File: src/rtl/corelet_sequencer.sv
// Self-timed instruction sequencer for one convolution layer: weight load, activation
// execute, OFIFO drain to PMEM, then PMEM accumulation with ReLU write-back.
module corelet_sequencer #(
    parameter int ROW        = 8,
    parameter int COL        = 8,
    parameter int LEN_NIJ    = 36,
    parameter int LEN_KIJ    = 9,
    parameter int FLUSH      = ROW + COL,
    parameter int W_BASE     = 1024,
    parameter int O_BASE     = 1024,
    parameter int INST_WIDTH = 35
) (
    input  logic                  clk_i,
    input  logic                  reset_i,
    input  logic                  start_i,
    input  logic                  ofifo_valid_i,
    output logic [INST_WIDTH-1:0] inst_o,
    output logic                  busy_o,
    output logic                  done_o,
    output logic [3:0]            kij_idx_o
);

    typedef enum logic [3:0] {
        S_IDLE,
        S_W_FETCH,
        S_W_LOAD,
        S_W_FLUSH,
        S_X_FETCH,
        S_X_EXEC,
        S_DRAIN,
        S_ACC,
        S_FIN
    } state_e;

    typedef struct packed {
        logic        sfp_relu;
        logic        sfp_acc;
        logic        cen_pmem;
        logic        wen_pmem;
        logic [10:0] a_pmem;
        logic        cen_xmem;
        logic        wen_xmem;
        logic [10:0] a_xmem;
        logic        ofifo_rd;
        logic [1:0]  rsvd;
        logic        l0_rd;
        logic        l0_wr;
        logic        execute;
        logic        load;
    } inst_t;

    localparam inst_t IDLE_WORD = '{
        sfp_relu: 1'b0, sfp_acc: 1'b0, cen_pmem: 1'b1, wen_pmem: 1'b1, a_pmem: 11'd0,
        cen_xmem: 1'b1, wen_xmem: 1'b1, a_xmem: 11'd0, ofifo_rd: 1'b0, rsvd: 2'b00,
        l0_rd: 1'b0, l0_wr: 1'b0, execute: 1'b0, load: 1'b0
    };

    function automatic int max4(input int a, input int b, input int c, input int d);
        int m;
        m = a;
        if (b > m) m = b;
        if (c > m) m = c;
        if (d > m) m = d;
        return m;
    endfunction

    localparam int CW = $clog2(max4(COL + 1, FLUSH, LEN_NIJ + 1, LEN_KIJ + 3) + 1);
    localparam int NW = $clog2(LEN_NIJ + 1);
    localparam logic [10:0] W_BASE_A = 11'(W_BASE);
    localparam logic [10:0] O_BASE_A = 11'(O_BASE);

    state_e        state_q, state_d;
    logic [3:0]    kij_q, kij_d;
    logic [CW-1:0] cnt_q, cnt_d;
    logic [NW-1:0] n_q, n_d;
    logic [NW-1:0] rd_cnt_q, rd_cnt_d;
    logic [NW-1:0] wr_cnt_q, wr_cnt_d;
    logic          pend_q, pend_d;
    inst_t         inst_q, inst_d;
    logic          busy_q, busy_d;
    logic          done_q, done_d;

    // NOTE: every output of this block is assigned a default before the case, so no
    // path through it can leave a signal unassigned and infer a latch.
    always_comb begin
        state_d  = state_q;
        kij_d    = kij_q;
        cnt_d    = cnt_q;
        n_d      = n_q;
        rd_cnt_d = rd_cnt_q;
        wr_cnt_d = wr_cnt_q;
        pend_d   = 1'b0;
        inst_d   = IDLE_WORD;

        unique case (state_q)
            S_IDLE: begin
                if (start_i) begin
                    state_d = S_W_FETCH;
                    kij_d   = '0;
                    cnt_d   = '0;
                end
            end
            S_W_FETCH: begin
                if (cnt_q < CW'(COL)) begin
                    inst_d.cen_xmem = 1'b0;
                    inst_d.a_xmem   = W_BASE_A + 11'(kij_q) * 11'(COL) + 11'(cnt_q);
                end
                // Read data lands one cycle after the read, so L0 writes lag by one.
                inst_d.l0_wr = (cnt_q != '0);
                if (cnt_q == CW'(COL)) begin
                    state_d = S_W_LOAD;
                    cnt_d   = '0;
                end else begin
                    cnt_d = cnt_q + CW'(1);
                end
            end
            S_W_LOAD: begin
                inst_d.l0_rd = 1'b1;
                inst_d.load  = 1'b1;
                if (cnt_q == CW'(COL - 1)) begin
                    state_d = S_W_FLUSH;
                    cnt_d   = '0;
                end else begin
                    cnt_d = cnt_q + CW'(1);
                end
            end
            S_W_FLUSH: begin
                if (cnt_q == CW'(FLUSH - 1)) begin
                    state_d = S_X_FETCH;
                    cnt_d   = '0;
                end else begin
                    cnt_d = cnt_q + CW'(1);
                end
            end
            S_X_FETCH: begin
                if (cnt_q < CW'(LEN_NIJ)) begin
                    inst_d.cen_xmem = 1'b0;
                    inst_d.a_xmem   = 11'(cnt_q);
                end
                inst_d.l0_wr = (cnt_q != '0);
                if (cnt_q == CW'(LEN_NIJ)) begin
                    state_d = S_X_EXEC;
                    cnt_d   = '0;
                end else begin
                    cnt_d = cnt_q + CW'(1);
                end
            end
            S_X_EXEC: begin
                inst_d.l0_rd   = 1'b1;
                inst_d.execute = 1'b1;
                if (cnt_q == CW'(LEN_NIJ - 1)) begin
                    state_d  = S_DRAIN;
                    cnt_d    = '0;
                    rd_cnt_d = '0;
                    wr_cnt_d = '0;
                end else begin
                    cnt_d = cnt_q + CW'(1);
                end
            end
            S_DRAIN: begin
                if (ofifo_valid_i && (rd_cnt_q < NW'(LEN_NIJ))) begin
                    inst_d.ofifo_rd = 1'b1;
                    rd_cnt_d        = rd_cnt_q + NW'(1);
                    pend_d          = 1'b1;
                end
                // Writes retire in read order, so the write count is the row index.
                if (pend_q) begin
                    inst_d.cen_pmem = 1'b0;
                    inst_d.wen_pmem = 1'b0;
                    inst_d.a_pmem   = 11'(kij_q) * 11'(LEN_NIJ) + 11'(wr_cnt_q);
                    wr_cnt_d        = wr_cnt_q + NW'(1);
                    if (wr_cnt_q == NW'(LEN_NIJ - 1)) begin
                        cnt_d = '0;
                        n_d   = '0;
                        if (kij_q < 4'(LEN_KIJ - 1)) begin
                            kij_d   = kij_q + 4'd1;
                            state_d = S_W_FETCH;
                        end else begin
                            state_d = S_ACC;
                        end
                    end
                end
            end
            S_ACC: begin
                if (cnt_q < CW'(LEN_KIJ)) begin
                    inst_d.cen_pmem = 1'b0;
                    inst_d.a_pmem   = 11'(cnt_q) * 11'(LEN_NIJ) + 11'(n_q);
                end
                inst_d.sfp_acc  = (cnt_q != '0) && (cnt_q <= CW'(LEN_KIJ));
                inst_d.sfp_relu = (cnt_q == CW'(LEN_KIJ + 1));
                if (cnt_q == CW'(LEN_KIJ + 2)) begin
                    inst_d.cen_pmem = 1'b0;
                    inst_d.wen_pmem = 1'b0;
                    inst_d.a_pmem   = O_BASE_A + 11'(n_q);
                    cnt_d           = '0;
                    if (n_q == NW'(LEN_NIJ - 1)) begin
                        state_d = S_FIN;
                    end else begin
                        n_d = n_q + NW'(1);
                    end
                end else begin
                    cnt_d = cnt_q + CW'(1);
                end
            end
            S_FIN: begin
                state_d = S_IDLE;
            end
            default: begin
                state_d = S_IDLE;
            end
        endcase

        // busy/done are registered with inst so all three stay cycle-aligned.
        busy_d = (state_d != S_IDLE);
        done_d = (state_q == S_FIN);
    end

    // NOTE: state updates use non-blocking assignments so every register samples
    // the pre-edge values; reset is synchronous and returns all state to IDLE.
    always_ff @(posedge clk_i) begin
        if (reset_i) begin
            state_q  <= S_IDLE;
            kij_q    <= '0;
            cnt_q    <= '0;
            n_q      <= '0;
            rd_cnt_q <= '0;
            wr_cnt_q <= '0;
            pend_q   <= 1'b0;
            inst_q   <= IDLE_WORD;
            busy_q   <= 1'b0;
            done_q   <= 1'b0;
        end else begin
            state_q  <= state_d;
            kij_q    <= kij_d;
            cnt_q    <= cnt_d;
            n_q      <= n_d;
            rd_cnt_q <= rd_cnt_d;
            wr_cnt_q <= wr_cnt_d;
            pend_q   <= pend_d;
            inst_q   <= inst_d;
            busy_q   <= busy_d;
            done_q   <= done_d;
        end
    end

    assign inst_o    = inst_q;
    assign busy_o    = busy_q;
    assign done_o    = done_q;
    assign kij_idx_o = kij_q;

endmodule

File: config.mk
export PLATFORM = sky130hd
export DESIGN_NAME = corelet_sequencer
export DESIGN_NICKNAME = d
export VERILOG_FILES = /design/src/rtl/corelet_sequencer.sv
export SDC_FILE = /design/constraint.sdc
export NUM_CORES = 1
export LEC_CHECK = 0
export BUFFER_PORTS_ARGS = -buffer_cell sky130_fd_sc_hd__buf_2
export CAP_MARGIN = 20
export CELL_PAD_IN_SITES_DETAIL_PLACEMENT = 1
export CELL_PAD_IN_SITES_GLOBAL_PLACEMENT = 2
export CORE_MARGIN = 1
export CORE_UTILIZATION = 35
export CTS_BUF_LIST = sky130_fd_sc_hd__clkbuf_16
export DETAILED_ROUTE_END_ITERATION = 8
export PLACE_DENSITY = 0.8
export SLEW_MARGIN = 20
export SYNTH_ARGS = -nofsm -noshare
export SYNTH_HDL_FRONTEND = slang
export SYNTH_SLANG_ARGS = --single-unit
File: constraint.sdc
create_clock -name clk_i -period 5.6 [get_ports clk_i]
set_input_delay 0.28 -clock clk_i [delete_from_list [all_inputs] [get_ports clk_i]]
set_output_delay 0.28 -clock clk_i [all_outputs]
set_load 0.02 [all_outputs]
# Word-level counts from Yosys, hierarchy flattened
# Index checks and enable logic that the tools add are counted.
[word_totals]
register_bits = 69
latchBits = 0
ramBits = 0
mem_bits_ro = 0
in_bits = 4
out_inout_bits = 41
word_cells = 136
n_memories = 0
[op_classes]
add_sub_neg = 10
mul = 2
div_mod_pow = 0
magnitude_cmp = 6
n_eq_ne = 25
shift = 0
n_mux = 51
n_bitwise = 2
n_reduce_logical = 18
[ops]
columns = ["cell", "count"]
rows = [
  ["2-to-1 mux 6 bit", 15],
  ["2-to-1 mux 4 bit", 14],
  ["case mux 6 bit (8 select lines)", 1],
  ["case mux 6 bit (2 select lines)", 3],
  ["case mux 4 bit (8 select lines)", 1],
  ["2-to-1 mux 13 bit", 2],
  ["case mux 13 bit (2 select lines)", 1],
  ["adder 6 x 1 -> 6 bit (second input constant)", 4],
  ["== test 6 x 4 -> 1 bit (second input constant)", 4],
  ["== test 6 bit (second input constant)", 4],
  ["adder 11 x 6 -> 11 bit", 2],
  ["2-to-1 mux 11 bit", 2],
  ["case mux 11 bit (2 select lines)", 1],
  ["== test 4 x 3 -> 1 bit (second input constant)", 4],
  ["!= test 2 bit (second input constant)", 8],
  ["< comparator 6 x 4 -> 1 bit (second input constant)", 2],
  ["< comparator 6 bit (second input constant)", 2],
  ["adder 10 x 6 -> 11 bit", 1],
  ["adder 11 x 6 -> 11 bit (first input constant)", 1],
  ["adder 11 x 7 -> 11 bit (first input constant)", 1],
  ["AND reduction 5 bit", 2],
  ["multiplier 6 x 4 -> 9 bit (second input constant)", 1],
  ["== test 4 x 2 -> 1 bit (second input constant)", 2],
  ["multiplier 4 x 4 -> 8 bit (second input constant)", 1],
  ["other kinds (20)", 35],
]

# Depth between registers and ports, before layout
[logic_depth]
word_depth = 6
ltp_mapped = 11
depth_no_buf = 11

# Worst setup path before layout
# Ideal clock, no wire load.
[synth_timing]
path_type = "flip-flop to flip-flop"
startpoint = "reg cnt_q[4]"
endpoint = "reg inst_q, in the netlist inst_o[30]"
setup_time_ns = 0.132
t_arrival_ns = 2.035
required_time_ns = 5.468
slack_ns = 3.433
path_stages_with_launch = 10
n_path_buf = 0
synth_period_minus_slack_ns = 2.167
path_cell_list = "dfxtp_1 ha_1 ha_1 fa_1 nand2_1 nor2_1 nand3_1 xnor2_1 o21ai_0 a21oi_1"
[synth_between]
elab_chain_cells = 5
word_cells_on_any_way = 7
cone_classes = "1 x add/sub; 1 x mul; 1 x order compare; 1 x eq/ne; 3 x mux"
[synth_lines]
columns = ["element", "line_no", "source"]
rows = [
  ["start: declaration", "74", "logic [CW-1:0] cnt_q, cnt_d;"],
  ["start signal: assignment", "235", "cnt_q <= cnt_d;"],
  ["multiplier 6 x 4 -> 9 bit", "187", "inst_d.a_pmem = 11'(cnt_q) * 11'(LEN_NIJ) + 11'(n_q);"],
  ["adder 11 x 6 -> 11 bit", "187", ""],
  ["2-to-1 mux 11 bit", "185", "if (cnt_q < CW'(LEN_KIJ)) begin"],
  ["2-to-1 mux 13 bit (*)", "191", "if (cnt_q == CW'(LEN_KIJ + 2)) begin"],
  ["case mux 13 bit (2 select lines) (*)", "95", "unique case (state_q)"],
  ["end signal: assignment", "240", "inst_q <= inst_d;"],
  ["end: declaration", "79", "inst_t inst_q, inst_d;"],
]
# Mark *: on every way between the ends. The rest lies on a longest branch, timed or not.
# A chain may end at the register's enable or synchronous reset.

# Worst setup path in the final report
[layout_timing]
startpoint = "reg cnt_q[3]"
endpoint = "reg n_q[4]"
[layout_between]
elab_chain_cells = 3
[layout_lines]
columns = ["element", "line_no", "source"]
rows = [
  ["== test 6 x 4 -> 1 bit", "191", ""],
  ["!= test 2 bit (no line)", "n/a", ""],
  ["AND reduction 5 bit (no line)", "n/a", ""],
  ["end signal: assignment", "236", "n_q <= n_d;"],
  ["end: declaration", "75", "logic [NW-1:0] n_q, n_d;"],
]
# No other way between the ends.

==> impl_metrics.yaml <==
logic_synthesis:
  async_reset_ff_share_pct: 0
  yosysWarnings: 0
  synth_edf_count: 0
  yosys.area.top_type: "dfxtp_1"
  ys_ff_latch: 64
  synth_area_sq_mm: 0.003745
  synth_cell_types: 60
  avgSynthCellArea_sq_um: 8.791
  netlist.area_leader.share_pct: 34.21
  postSynthCellCount: 426
  yosysSeqAreaShare_pct: 34.21
  yosys-top-cells-area: "dfxtp_1 (34%), ha_1 (10%), nor2_1 (6.4%)"
  synth-main-ff-cell: "dfxtp_1"
layout:
  nFillCells: 1237
  areaGrowthSynthToFinish_pct: 12.53
  final_nets: 491
  drive_gt1_share_pct: 14.41
  diodes: 0
  mostFrequentLayoutCells: "nor2_1 (64), dfxtp_1 (64), buf_2 (39)"
  seqCellArea_sq_mm: 0.001281
  multi_input_area_sq_mm: 0.002253
grt:
  grt_pass1_vias: 3135
  grt_pass1_wl_um: 16210
  antenna_found_initial: 0
  grt_usage_pct: 18.94
  grt_overflow: 0
  grt_start_max_net_pins: 30
critical_path:
  cp_max_fo: 15
  arrival_ns: 2.96
  cp_slowest_cell: "dfxtp_1"
  crit_chain: "nor4b_2 > and2_1 > a31oi_1 > nor2_1 > nand4_1 > xnor2_1 > nor2b_1"
  worst_setup_path_end_kind: "flip-flop"
  crit_required_ns: 5.83
  crit_type: "flip-flop to flip-flop"
  crit_family: "simple AND/OR/NAND/NOR gates"
  slowest_delay_ns: 0.66
  worst-path-buf-inv: 0
  crit_path_start_kind: "flip-flop"
placed_design:
  place_hpwl_um: 7283
  dp_slack_ns: 2.883
  place.port_buffers: 39
  gp_congestion: 0.8039
drt:
  vias: 3095
  drtIter0Drc: 71
  postRouteAntennaNets: 0
  wirelength_um: 9754
  viasPerCell: 5.210
  wire_per_inst_um: 16.42
  drt-pass1-iter-count: 4
  drc_errors: 0
sta:
  skew_ns: 0.006832
  fin_tns_setup_ns: 0
  worstMarginPinSlew_ns: 0.8835
  timing.final.crit_share_pct: 48.75
  relSlewSlack_pct: 40.65
  period_needed_ns: 2.730
  rsz0062_at_grt: "false"
  finalSetupViolCount: 0
  max_freq_mhz: 366.3
  hold_slack_ns: 0.2561
  layout_setup_ws_ns: 2.870
  finalMaxSlewViolations: 0
  hold_viol: 0
floorplan:
  fp.coreArea_sq_mm: 0.01037
  dieHeight_um: 105.4
  fp.dieArea_sq_mm: 0.01112
  num_io_pins: 45
  start_util_pct: 36.11
  rows: 37
  die_x_um: 105.4
cts:
  cts_setup_buffers: 0
  cts-htree-levels: 3
  clkLatencyLatePin_ns: 0.34
  cts_resized: 0
  cts_sinks: 64
  cts_buffers: 9
  hold_buffers: 0
  cts_root_buf: "clkbuf_16"
  clock_path_buffers: 2
  tritoncts: "yes"
  path_clk_slew_ns: 0.06
min_path:
  hp-class: "input port to flip-flop"
power:
  ir_drop_mv: 0.1131
  p_leak_nw: 1.841
  power_density_mw_per_mm2: 252.0
flow_run:
  cap_violations: 0
run_status:
  status: "finished clean"
cells in the mapped netlist, drive strengths merged (3+ instances only):
| cell | number |
|---|---|
| a31oi | 4 |
| a22oi | 12 |
| dfxtp | 64 |
| mux2i | 4 |
| nand2b | 9 |
| a211oi | 4 |
| buf | 12 |
| and3 | 4 |
| clkbuf | 14 |
| nor2 | 64 |
| a21o | 5 |
| nor4b | 4 |
| nand2 | 31 |
| nand3 | 14 |
| nor2b | 10 |
| o21ai | 11 |
| nor3 | 9 |
| and2 | 3 |
| nor4 | 3 |
| a21oi | 27 |
| a211o | 3 |
| nand4 | 9 |
| fa | 4 |
| ha | 30 |
| inv | 9 |
| xor2 | 17 |
| xnor2 | 18 |
per-stage QoR:
stage                     utilization [%]  power, mW  area, sq um  std cells
final                               40.64      1.062         4214        594
after detailed placement            37.93     0.5378         3934        578
after global placement              37.93     0.5372         3934        578
after CTS                           40.64      1.075         4214        594
after floorplan                         -     0.5241         3756        429
after global routing                40.64      1.098         4214        594
sequential cells by signal (all words and copies together), names as in the netlist, 4 cells and up:
signal,flops
kij_idx_o,4
n_q,6
inst_o,30
cnt_q,6
wr_cnt_q,6
state_q,4
rd_cnt_q,6
where the power goes:
| group | switching [mW] | internal [mW] | leakage (nW) | total (mW) |
|---|---|---|---|---|
| Clock | 0.198 | 0.336 | 0.147 | 0.534 |
| Sequential | 0.00975 | 0.460 | 0.517 | 0.470 |
| Combinational | 0.0372 | 0.0208 | 1.18 | 0.0580 |
worst reg2reg max path, cell delays in order (launching register included):
cell and delay [ns]:
dfxtp_1 0.66, nor4b_2 0.45, and2_1 0.55, a31oi_1 0.18, nor2_1 0.35, nand4_1 0.17, xnor2_1 0.14, nor2b_1 0.12
final timing paths:
check,start,endpoint,slack (ns),cells after the start
worst max register to register,cnt_q[3],n_q[4],2.87,7
worst min-delay path,ofifo_valid_i,inst_o[6],0.26,3
worst min register to register,rd_cnt_q[5],rd_cnt_q[5],0.50,2
worst max-delay path,cnt_q[3],n_q[4],2.87,7
final cells by class:
type | instances | area share (%)
multi-input cells | 330 | 53.47
well taps | 136 | 4.038
flip-flops and latches | 64 | 30.40
repair buffers | 39 | 4.632
clock buffers | 9 | 5.344
inverters | 9 | 0.8017
clock inverters | 7 | 1.306
kinds of logic (layout without fill, tap and decap cells):
kind of cell	Yosys count	after routing	synth area share (%)
simple gates	169	169	23.15
compound gates	81	81	14.50
flops	64	64	34.21
xor+xnor	35	35	8.186
buf+inv	35	64	5.914
fa+ha+maj	34	34	12.16
mux	6	6	1.671
other cells	2	5	0.2005
layer usage:
metal | wire length, um | up-vias | share of wire [%] | global-route usage, %
met5 | 0 | - | 0 | 0
met2 | 4481 | 63 | 46 | 30.69
li1 | - | 1534 | - | -
met4 | 166 | 0 | 1.7 | 8.753
met1 | 4763 | 1488 | 49 | 24.81
met3 | 343 | 10 | 3.5 | 2.721
Note: power is estimated with default switching activity, not from simulation.
